`config.mk`:
```
export PLATFORM = sky130hd
export DESIGN_NAME = rect_drawer_flat
export DESIGN_NICKNAME = d
export VERILOG_FILES = /design/src/rtl/rect_drawer_if.sv /design/src/rtl/rect_drawer.sv /design/src/flat_wrapper.sv
export SDC_FILE = /design/constraint.sdc
export NUM_CORES = 1
export LEC_CHECK = 0
export CAP_MARGIN = 15
export CORE_AREA = 2 2 84 86
export DETAILED_ROUTE_END_ITERATION = 10
export DIE_AREA = 0 0 86 88
export MAX_ROUTING_LAYER = met4
export PLACE_DENSITY = 0.77
export SKIP_CTS_REPAIR_TIMING = 1
export SYNTH_ARGS = -nofsm -noshare
export SYNTH_HDL_FRONTEND = slang
export SYNTH_SLANG_ARGS = --single-unit
```
`constraint.sdc`:
```
create_clock -name clk -period 4.1 [get_ports clk]
set_input_delay 0.41 -clock clk [delete_from_list [all_inputs] [get_ports clk]]
set_output_delay 0.41 -clock clk [all_outputs]
set_load 0.03 [all_outputs]
```
`src/rtl/rect_drawer_if.sv`:
```
// Command and pixel-port bundle between the object controller, the rectangle
// drawer and the VGA adapter write port.
interface rect_drawer_if #(
   parameter int X_W   = 8,
   parameter int Y_W   = 7,
   parameter int DIM_W = 5,
   parameter int C_W   = 3
);
   logic             start;
   logic [X_W-1:0]   x_in;
   logic [Y_W-1:0]   y_in;
   logic [DIM_W-1:0] width;
   logic [DIM_W-1:0] height;
   logic [C_W-1:0]   c_in;
   logic [1:0]       mode;
   logic             ready;
   logic [X_W-1:0]   x_out;
   logic [Y_W-1:0]   y_out;
   logic [C_W-1:0]   c_out;
   logic             plot;
   logic             busy;
   logic             done;

   modport master (
      output start, x_in, y_in, width, height, c_in, mode, ready,
      input  x_out, y_out, c_out, plot, busy, done
   );

   modport slave (
      input  start, x_in, y_in, width, height, c_in, mode, ready,
      output x_out, y_out, c_out, plot, busy, done
   );
endinterface

```
`src/rtl/rect_drawer.sv`:
```
// Rectangle rasteriser: fill, outline, erase and clear-screen commands, scanned
// row-major with screen-edge clipping and plot backpressure.
module rect_drawer #(
   parameter int X_W      = 8,
   parameter int Y_W      = 7,
   parameter int DIM_W    = 5,
   parameter int C_W      = 3,
   parameter int SCREEN_W = 160,
   parameter int SCREEN_H = 120
) (
   input logic          clk,
   input logic          reset,
   rect_drawer_if.slave bus
);
   typedef enum logic [1:0] {
      IDLE = 2'd0,
      DRAW = 2'd1,
      DONE = 2'd2
   } state_t;

   localparam logic [X_W:0] SCR_W_C = (X_W+1)'(SCREEN_W);
   localparam logic [Y_W:0] SCR_H_C = (Y_W+1)'(SCREEN_H);

   state_t         state_r, state_nxt_s;
   logic [X_W-1:0] x0_r, w_r, cx_r, cx_nxt_s;
   logic [Y_W-1:0] y0_r, h_r, cy_r, cy_nxt_s;
   logic [C_W-1:0] col_r;
   logic [1:0]     mode_r;
   logic           latch_s;

   logic [X_W:0]   sum_x_s;
   logic [Y_W:0]   sum_y_s;
   logic           on_x_s, on_y_s, last_col_s, last_row_s, sel_s;
   logic           plot_s, adv_s, zero_s, clear_s;

   // Extra sum bit catches coordinates that wrap past the coordinate width.
   assign sum_x_s    = {1'b0, x0_r} + {1'b0, cx_r};
   assign sum_y_s    = {1'b0, y0_r} + {1'b0, cy_r};
   assign on_x_s     = !sum_x_s[X_W] && (sum_x_s < SCR_W_C);
   assign on_y_s     = !sum_y_s[Y_W] && (sum_y_s < SCR_H_C);
   assign last_col_s = (cx_r == (w_r - X_W'(1'b1)));
   assign last_row_s = (cy_r == (h_r - Y_W'(1'b1)));
   assign sel_s      = (mode_r != 2'b01) || (cx_r == '0) || last_col_s
                       || (cy_r == '0) || last_row_s;
   assign plot_s     = (state_r == DRAW) && on_x_s && on_y_s && sel_s;
   assign adv_s      = !plot_s || bus.ready;
   assign clear_s    = (bus.mode == 2'b11);
   assign zero_s     = ((bus.width == '0) || (bus.height == '0)) && !clear_s;

   // Next-state and scan-counter logic.
   always_comb begin
      state_nxt_s = state_r;
      cx_nxt_s    = cx_r;
      cy_nxt_s    = cy_r;
      latch_s     = 1'b0;
      case (state_r)
         IDLE: begin
            if (bus.start) begin
               latch_s     = 1'b1;
               cx_nxt_s    = '0;
               cy_nxt_s    = '0;
               state_nxt_s = zero_s ? DONE : DRAW;
            end else begin
               state_nxt_s = IDLE;
            end
         end
         DRAW: begin
            if (adv_s) begin
               if (last_col_s) begin
                  cx_nxt_s = '0;
                  if (last_row_s) begin
                     state_nxt_s = DONE;
                  end else begin
                     cy_nxt_s = cy_r + Y_W'(1'b1);
                  end
               end else begin
                  cx_nxt_s = cx_r + X_W'(1'b1);
               end
            end else begin
               state_nxt_s = DRAW;
            end
         end
         DONE:    state_nxt_s = IDLE;
         default: state_nxt_s = IDLE;
      endcase
   end

   // State, counters and latched command operands.
   always_ff @(posedge clk) begin
      if (!reset) begin
         state_r <= IDLE;
         cx_r    <= '0;
         cy_r    <= '0;
         x0_r    <= '0;
         y0_r    <= '0;
         w_r     <= '0;
         h_r     <= '0;
         col_r   <= '0;
         mode_r  <= 2'b00;
      end else begin
         state_r <= state_nxt_s;
         cx_r    <= cx_nxt_s;
         cy_r    <= cy_nxt_s;
         if (latch_s) begin
            x0_r   <= clear_s ? '0 : bus.x_in;
            y0_r   <= clear_s ? '0 : bus.y_in;
            w_r    <= clear_s ? X_W'(SCREEN_W) : X_W'(bus.width);
            h_r    <= clear_s ? Y_W'(SCREEN_H) : Y_W'(bus.height);
            col_r  <= (bus.mode == 2'b10) ? '0 : bus.c_in;
            mode_r <= bus.mode;
         end
      end
   end

   assign bus.x_out = sum_x_s[X_W-1:0];
   assign bus.y_out = sum_y_s[Y_W-1:0];
   assign bus.c_out = col_r;
   assign bus.plot  = plot_s;
   assign bus.busy  = (state_r != IDLE);
   assign bus.done  = (state_r == DONE);
endmodule

```
`src/flat_wrapper.sv`:
```
// flat-port wrapper written by rule: the top's interface ports become plain ports
module rect_drawer_flat 
#(
   parameter int X_W      = 8,
   parameter int Y_W      = 7,
   parameter int DIM_W    = 5,
   parameter int C_W      = 3,
   parameter int SCREEN_W = 160,
   parameter int SCREEN_H = 120
)
  (clk, reset, bus_start, bus_x_in, bus_y_in, bus_width, bus_height, bus_c_in, bus_mode, bus_ready, bus_x_out, bus_y_out, bus_c_out, bus_plot, bus_busy, bus_done);
  rect_drawer_if #(.X_W(X_W), .Y_W(Y_W), .DIM_W(DIM_W), .C_W(C_W)) bus_i ();
  input logic clk;
  input logic reset;
  input wire logic [$bits(bus_i.start)-1:0] bus_start;
  input wire logic [$bits(bus_i.x_in)-1:0] bus_x_in;
  input wire logic [$bits(bus_i.y_in)-1:0] bus_y_in;
  input wire logic [$bits(bus_i.width)-1:0] bus_width;
  input wire logic [$bits(bus_i.height)-1:0] bus_height;
  input wire logic [$bits(bus_i.c_in)-1:0] bus_c_in;
  input wire logic [$bits(bus_i.mode)-1:0] bus_mode;
  input wire logic [$bits(bus_i.ready)-1:0] bus_ready;
  output wire logic [$bits(bus_i.x_out)-1:0] bus_x_out;
  output wire logic [$bits(bus_i.y_out)-1:0] bus_y_out;
  output wire logic [$bits(bus_i.c_out)-1:0] bus_c_out;
  output wire logic [$bits(bus_i.plot)-1:0] bus_plot;
  output wire logic [$bits(bus_i.busy)-1:0] bus_busy;
  output wire logic [$bits(bus_i.done)-1:0] bus_done;
  assign bus_i.start = bus_start;
  assign bus_i.x_in = bus_x_in;
  assign bus_i.y_in = bus_y_in;
  assign bus_i.width = bus_width;
  assign bus_i.height = bus_height;
  assign bus_i.c_in = bus_c_in;
  assign bus_i.mode = bus_mode;
  assign bus_i.ready = bus_ready;
  assign bus_x_out = bus_i.x_out;
  assign bus_y_out = bus_i.y_out;
  assign bus_c_out = bus_i.c_out;
  assign bus_plot = bus_i.plot;
  assign bus_busy = bus_i.busy;
  assign bus_done = bus_i.done;
  rect_drawer #(.X_W(X_W), .Y_W(Y_W), .DIM_W(DIM_W), .C_W(C_W), .SCREEN_W(SCREEN_W), .SCREEN_H(SCREEN_H)) u_core (.clk(clk), .reset(reset), .bus(bus_i));
endmodule
```
* Word-level counts from Yosys, hierarchy flattened
Index checks and enable logic that the tools add are counted.
Cells by class: reduce and logical (&&, ||, !) cells 26, equal/unequal tests 13, muxes and demuxes 22, $lt $le $gt $ge 2, $add $sub $neg 6
Operators with widths (count):
- $mux W7 | 6
- $mux W8 | 5
- $pmux W8 S2 | 1
- $pmux W7 S2 | 1
- $logic_not A5 Y1 | 2
- $mux W2 | 5
- $add A8 B8 Y9 | 1
- $lt A9 B8 Y1 const B | 1
- $add A7 B7 Y8 | 1
- $add A8 B1 Y8 const B | 1
- $eq A8 B8 Y1 | 1
- $logic_not A8 Y1 | 1
- $lt A8 B7 Y1 const B | 1
- $sub A8 B1 Y8 const B | 1
- $add A7 B1 Y7 const B | 1
- $eq A7 B7 Y1 | 1
- $logic_not A7 Y1 | 1
- $sub A7 B1 Y7 const B | 1
- $eq A2 B2 Y1 const B | 3
- $logic_and A1 B1 Y1 | 6
- $logic_or A1 B1 Y1 | 6
- $ne A2 B1 Y1 const B | 3
- $ne A3 B2 Y1 const B | 2
- $reduce_and A5 Y1 | 1
- other kinds (10) | 16
Word-level totals: flip-flop bits (word level) 52

* Logic depth before layout (Yosys ltp)
depth in word-level cells 10, mapped depth 12, depth with buffers taken out 11

* Worst setup path after synthesis
No wires, ideal clock.
path type register to register, from register u_core.cy_r[0], to register u_core.cx_r[7], cell stages (with the launch flop) 12, library setup time 70 ps, data required time 4030 ps, path slack 917 ps, arrival 3113 ps, cell sequence dfxtp_1 ha_1 inv_1 fa_1 nand2b_1 a21oi_1 xor2_1 nand2_1 o211ai_1 nor2_4 or4_1 a21boi_1
On the way: word-level cells in the longest chain between the ends 9, elaborated cells on any way between the ends 14, classes of those cells add/sub: 1; order compare: 1; eq/ne: 2; reduce/logical: 10
Ends and longest elaborated chain:
- start, declared | line rect_drawer.sv:26 | logic [Y_W-1:0] y0_r, h_r, cy_r, cy_nxt_s;
- start signal, assigned | line rect_drawer.sv:103 | cy_r <= cy_nxt_s;
- $add A7 B7 Y8 | line rect_drawer.sv:38 | assign sum_y_s = {1'b0, y0_r} + {1'b0, cy_r};
- named net bus_y_out[4] | line flat_wrapper.sv:24 | output wire logic [$bits(bus_i.y_out)-1:0] bus_y_out;
- $lt A8 B7 Y1 | line rect_drawer.sv:40 | assign on_y_s = !sum_y_s[Y_W] && (sum_y_s < SCR_H_C);
- $logic_and A1 B1 Y1 | line rect_drawer.sv:40
- $logic_and A1 B1 Y1 (2 in series) | line rect_drawer.sv:45 | assign plot_s = (state_r == DRAW) && on_x_s && on_y_s && sel_s;
- $logic_not A1 Y1 | line rect_drawer.sv:46 | assign adv_s = !plot_s || bus.ready;
- $logic_or A1 B1 Y1 | line rect_drawer.sv:46
- $ne A2 B1 Y1 (no source line)
- $reduce_and A3 Y1 (no source line)
- end signal, assigned | line rect_drawer.sv:102 | cx_r <= cx_nxt_s;
- end, declared | line rect_drawer.sv:25 | logic [X_W-1:0] x0_r, w_r, cx_r, cx_nxt_s;
The timed path passes the listed nets, and every way through them passes these cells. A chain may end at the register's enable or synchronous reset.

* Final worst setup path
from register u_core.cx_r[0], to output bus_plot
On the way: word-level cells in the longest chain between the ends 6, elaborated cells on any way between the ends 13, classes of those cells add/sub: 1; order compare: 1; eq/ne: 1; reduce/logical: 10
Ends and longest elaborated chain:
- $add A8 B8 Y9 or $logic_not A8 Y1 (tied branches) | line rect_drawer.sv:37, rect_drawer.sv:43
- $lt A9 B8 Y1, or another cell as far along | line rect_drawer.sv:39 | assign on_x_s = !sum_x_s[X_W] && (sum_x_s < SCR_W_C);
- $logic_and A1 B1 Y1 or $logic_or A1 B1 Y1 (tied branches) | line rect_drawer.sv:39, rect_drawer.sv:43
- $logic_and A1 B1 Y1 or $logic_or A1 B1 Y1 (tied branches) (2 in series) | line rect_drawer.sv:45, rect_drawer.sv:44
- $logic_and A1 B1 Y1 (*) | line rect_drawer.sv:45
- end, declared | line flat_wrapper.sv:26 | output wire logic [$bits(bus_i.plot)-1:0] bus_plot;
Mark *: on every way between the ends. The rest lies on a longest branch, timed or not.

==> reports/results.tsv <==
stage	metric	value	unit
clock_tree	cts_buffers	5	
finish	antenna_cells	0	
clock_tree	clock_sinks	48	
synth	ys.flop_type	dfxtp_1	
power_and_ir_drop	p_leak	1.572	nW
die	core-area	6644	um2
die	dieArea	7568	um2
critical_path	cp_top_family	compound AO/OA/AOI/OAI gates	
power_and_ir_drop	p_per_area	282.0	nW/um2
synth	synth_top_area_cell	dfxtp_1	
timing	fin_skew	0.009601	ns
synth	async_flop_share	0	%
critical_path	critPathSlowestCell	clkdlybuf4s50_1	
critical_path	crit_fanout	6	
finish	fin_nets	477	
global_routing	grt_overflow	0	
die	io_pins	55	
synth	synth_seq_cells	48	
synth	netlist_instances	378	
synth	synth.distinct_cells	59	
synth	yosysWarnings	0	
critical_path	cpMostUsedCell	a211oi_1	
routing	wire_per_inst	15.93	um
critical_path	critPathBufInv	1	
critical_path	cp.arrival	3.25	ns
clock_tree	cts_tree	done	
critical_path	start_kind	register	
finish	area_delta_synth_final	20.39	%
die	initial_core_util	48.66	%
timing	hold_viol	0	
timing	maxSlewViolCount	0	
job	maxCapViolCount	0	
placement	dp_hpwl	5872	um
clock_tree	clock_latency	0.32	ns
critical_path	crit_type	reg -> out	
global_routing	antenna_found_initial	0	
placement	placed_area	3795	um2
critical_path	required	3.69	ns
synth	seq_area_frac_synth	29.72	%
clock_tree	path_clk_slew	0.09	ns
routing	ant_nets	0	
timing	tightest_slew	0.9117	ns
routing	totalWireLength	7982	um
timing	rsz0062_at_grt	false	
finish	design_area	3892	um2
timing	fin_setup_tns	0	ns
outcome	status	complete, no violations	
synth	syn_area_per_cell	8.553	um2
routing	firstDrtPassIters	4	
critical_path	slowest_delay	0.68	ns
critical_path	path_cells	ha_1 > fa_1 > a211oi_1 > o21bai_1 > a211oi_1 > o21a_1 > o211ai_4 > nor2_1 > clkdlybuf4s50_1	
routing	first_iter_violations	219	
timing	min_period	3.660	ns
global_routing	grt_pass1_vias	2856	
timing	max_slew_margin	39.22	%
synth	synth.net_count	435	
die	die_h	88	um
finish	layout_common_cells	clkdlybuf4s50_1 (54), dfxtp_1 (48), nand2_1 (29)	
global_routing	grt_usage	22.81	%
die	fp-row-count	30	
synth	synth_top_area_share	29.72	%
finish	instances_no_fill	501	
clock_tree	root_buffer	clkbuf_8	
global_routing	grt_pass1_wl	13470	um
routing	drc	0	
timing	fin_crit_sh	89.28	%
synth	synth.area.top_cells	dfxtp_1 (30%), ha_1 (8.1%), a22o_1 (4.9%)	
timing	final-setup-viol-count	0	
finish	final_common_cell	clkdlybuf4s50_1	
synth	synth_edf_count	0	
finish	drive_above_1_share	6.651	%
clock_tree	htree_levels	2	
synth	synthesis.area	3233	um2
global_routing	grt_start_max_net_pins	24	
die	die_x	86	um
routing	vias_per_cell	5.888	
power_and_ir_drop	ir_worst_vdd	0.0001562	V
critical_path	end_kind	output pin	
worst_hold_path	hp-class	reg -> reg	
timing	maxClockFrequency	0.2732	GHz
routing	dr_total_vias	2950	
placement	gp_congestion	0.8708	
placement	port_buffers	54	
placement	place_inst	493	
clock_tree	cts_buffer_depth	2	
routing by layer:
metal  up-vias  routed length [um]  GRT usage [%]
li1       1495                   -              -
met1      1379                3816          29.32
met2        65                3751          36.93
met3        11                 284          3.582
met4         0                 130          6.926
met5         -                   0              -
area by class of cell:
class,instances,area [um2]
Tap cell,80,100.1
Timing Repair Buffer,56,555.5
Clock inverter,2,15.01
Sequential cell,48,960.9
Fill cell,616,2751
Clock buffer,6,82.58
Inverter,13,48.80
Multi-Input combinational cell,296,2130
metrics by stage:
| stage | hold slack, ns | power (mW) | worst slack, ns | util (%) |
|---|---|---|---|---|
| 4_1_cts | 0.4714 | 1.100 | 0.4304 | 58.59 |
| 3_3_place_gp | 0.4502 | 0.7869 | 0.8327 | 57.12 |
| 6_report | 0.4677 | 1.098 | 0.4396 | 58.59 |
| 5_1_grt | 0.5021 | 1.148 | 0.2156 | 58.59 |
| 3_5_place_dp | 0.4581 | 0.7936 | 0.7914 | 57.12 |
| 2_1_floorplan | 0.4382 | 0.6975 | 0.9165 | - |
cells by family after synthesis:
family | after synthesis | synth area share (%)
AND/OR/NAND/NOR | 134 | 23.30
multiplexers | 3 | 0.9675
flip-flops | 48 | 29.72
AO/OA/AOI/OAI | 112 | 25.74
XOR/XNOR | 24 | 6.501
buffers and inverters | 34 | 4.412
adder cells (fa/ha/maj) | 23 | 9.365
cells in the mapped netlist (6+ instances only):
master and count:
and2_1 6, o21ai_1 6, clkbuf_1 18, o21ai_0 16
xor2_1 10, nand2_1 29, o22ai_1 6, or3_1 6
or2_2 6, ha_1 21, dfxtp_1 48, inv_1 13
nand3b_1 7, a21oi_1 15, nor4_1 6, xnor2_1 14
and3_1 8, nand2b_1 6, a21boi_0 6, nor3_1 7
or4_1 8, nand3_1 12, nor2_1 15, a22o_1 18
state kept, by name, indices dropped and copies added (netlist names):
signal / count
u_core.cx_r: 8
u_core.mode_r: 2
u_core.cy_r: 7
u_core.y0_r: 7
u_core.w_r: 5
u_core.x0_r: 8
u_core.state_r: 2
u_core.bus.c_out: 3
u_core.h_r: 6
worst paths after layout:
check	start	endpoint	slack (ns)	depth (start not counted)
worst min-delay path	u_core.bus.c_out[1]$_SDFFE_PN0P_	u_core.bus.c_out[1]$_SDFFE_PN0P_	0.47	2
worst max register to register	u_core.cy_r[0]$_SDFFE_PN0P_	u_core.cx_r[7]$_SDFFE_PN0P_	0.97	11
worst max-delay path	u_core.cx_r[0]$_SDFFE_PN0P_	bus_plot	0.44	9
worst min register to register	u_core.bus.c_out[1]$_SDFFE_PN0P_	u_core.bus.c_out[1]$_SDFFE_PN0P_	0.47	2
worst min-delay path, cell delays in order, from the launching register on:
cell and delay, ns:
dfxtp_1 0.32, nand2_1 0.05, a21boi_0 0.06
report_power, final:
part	total [mW]	internal (mW)	switching (mW)	leakage, nW
logic	0.273	0.125	0.147	1.14
clock network	0.313	0.137	0.176	0.0434
registers	0.512	0.488	0.0234	0.391
Note: power is estimated with default switching activity, not from simulation.
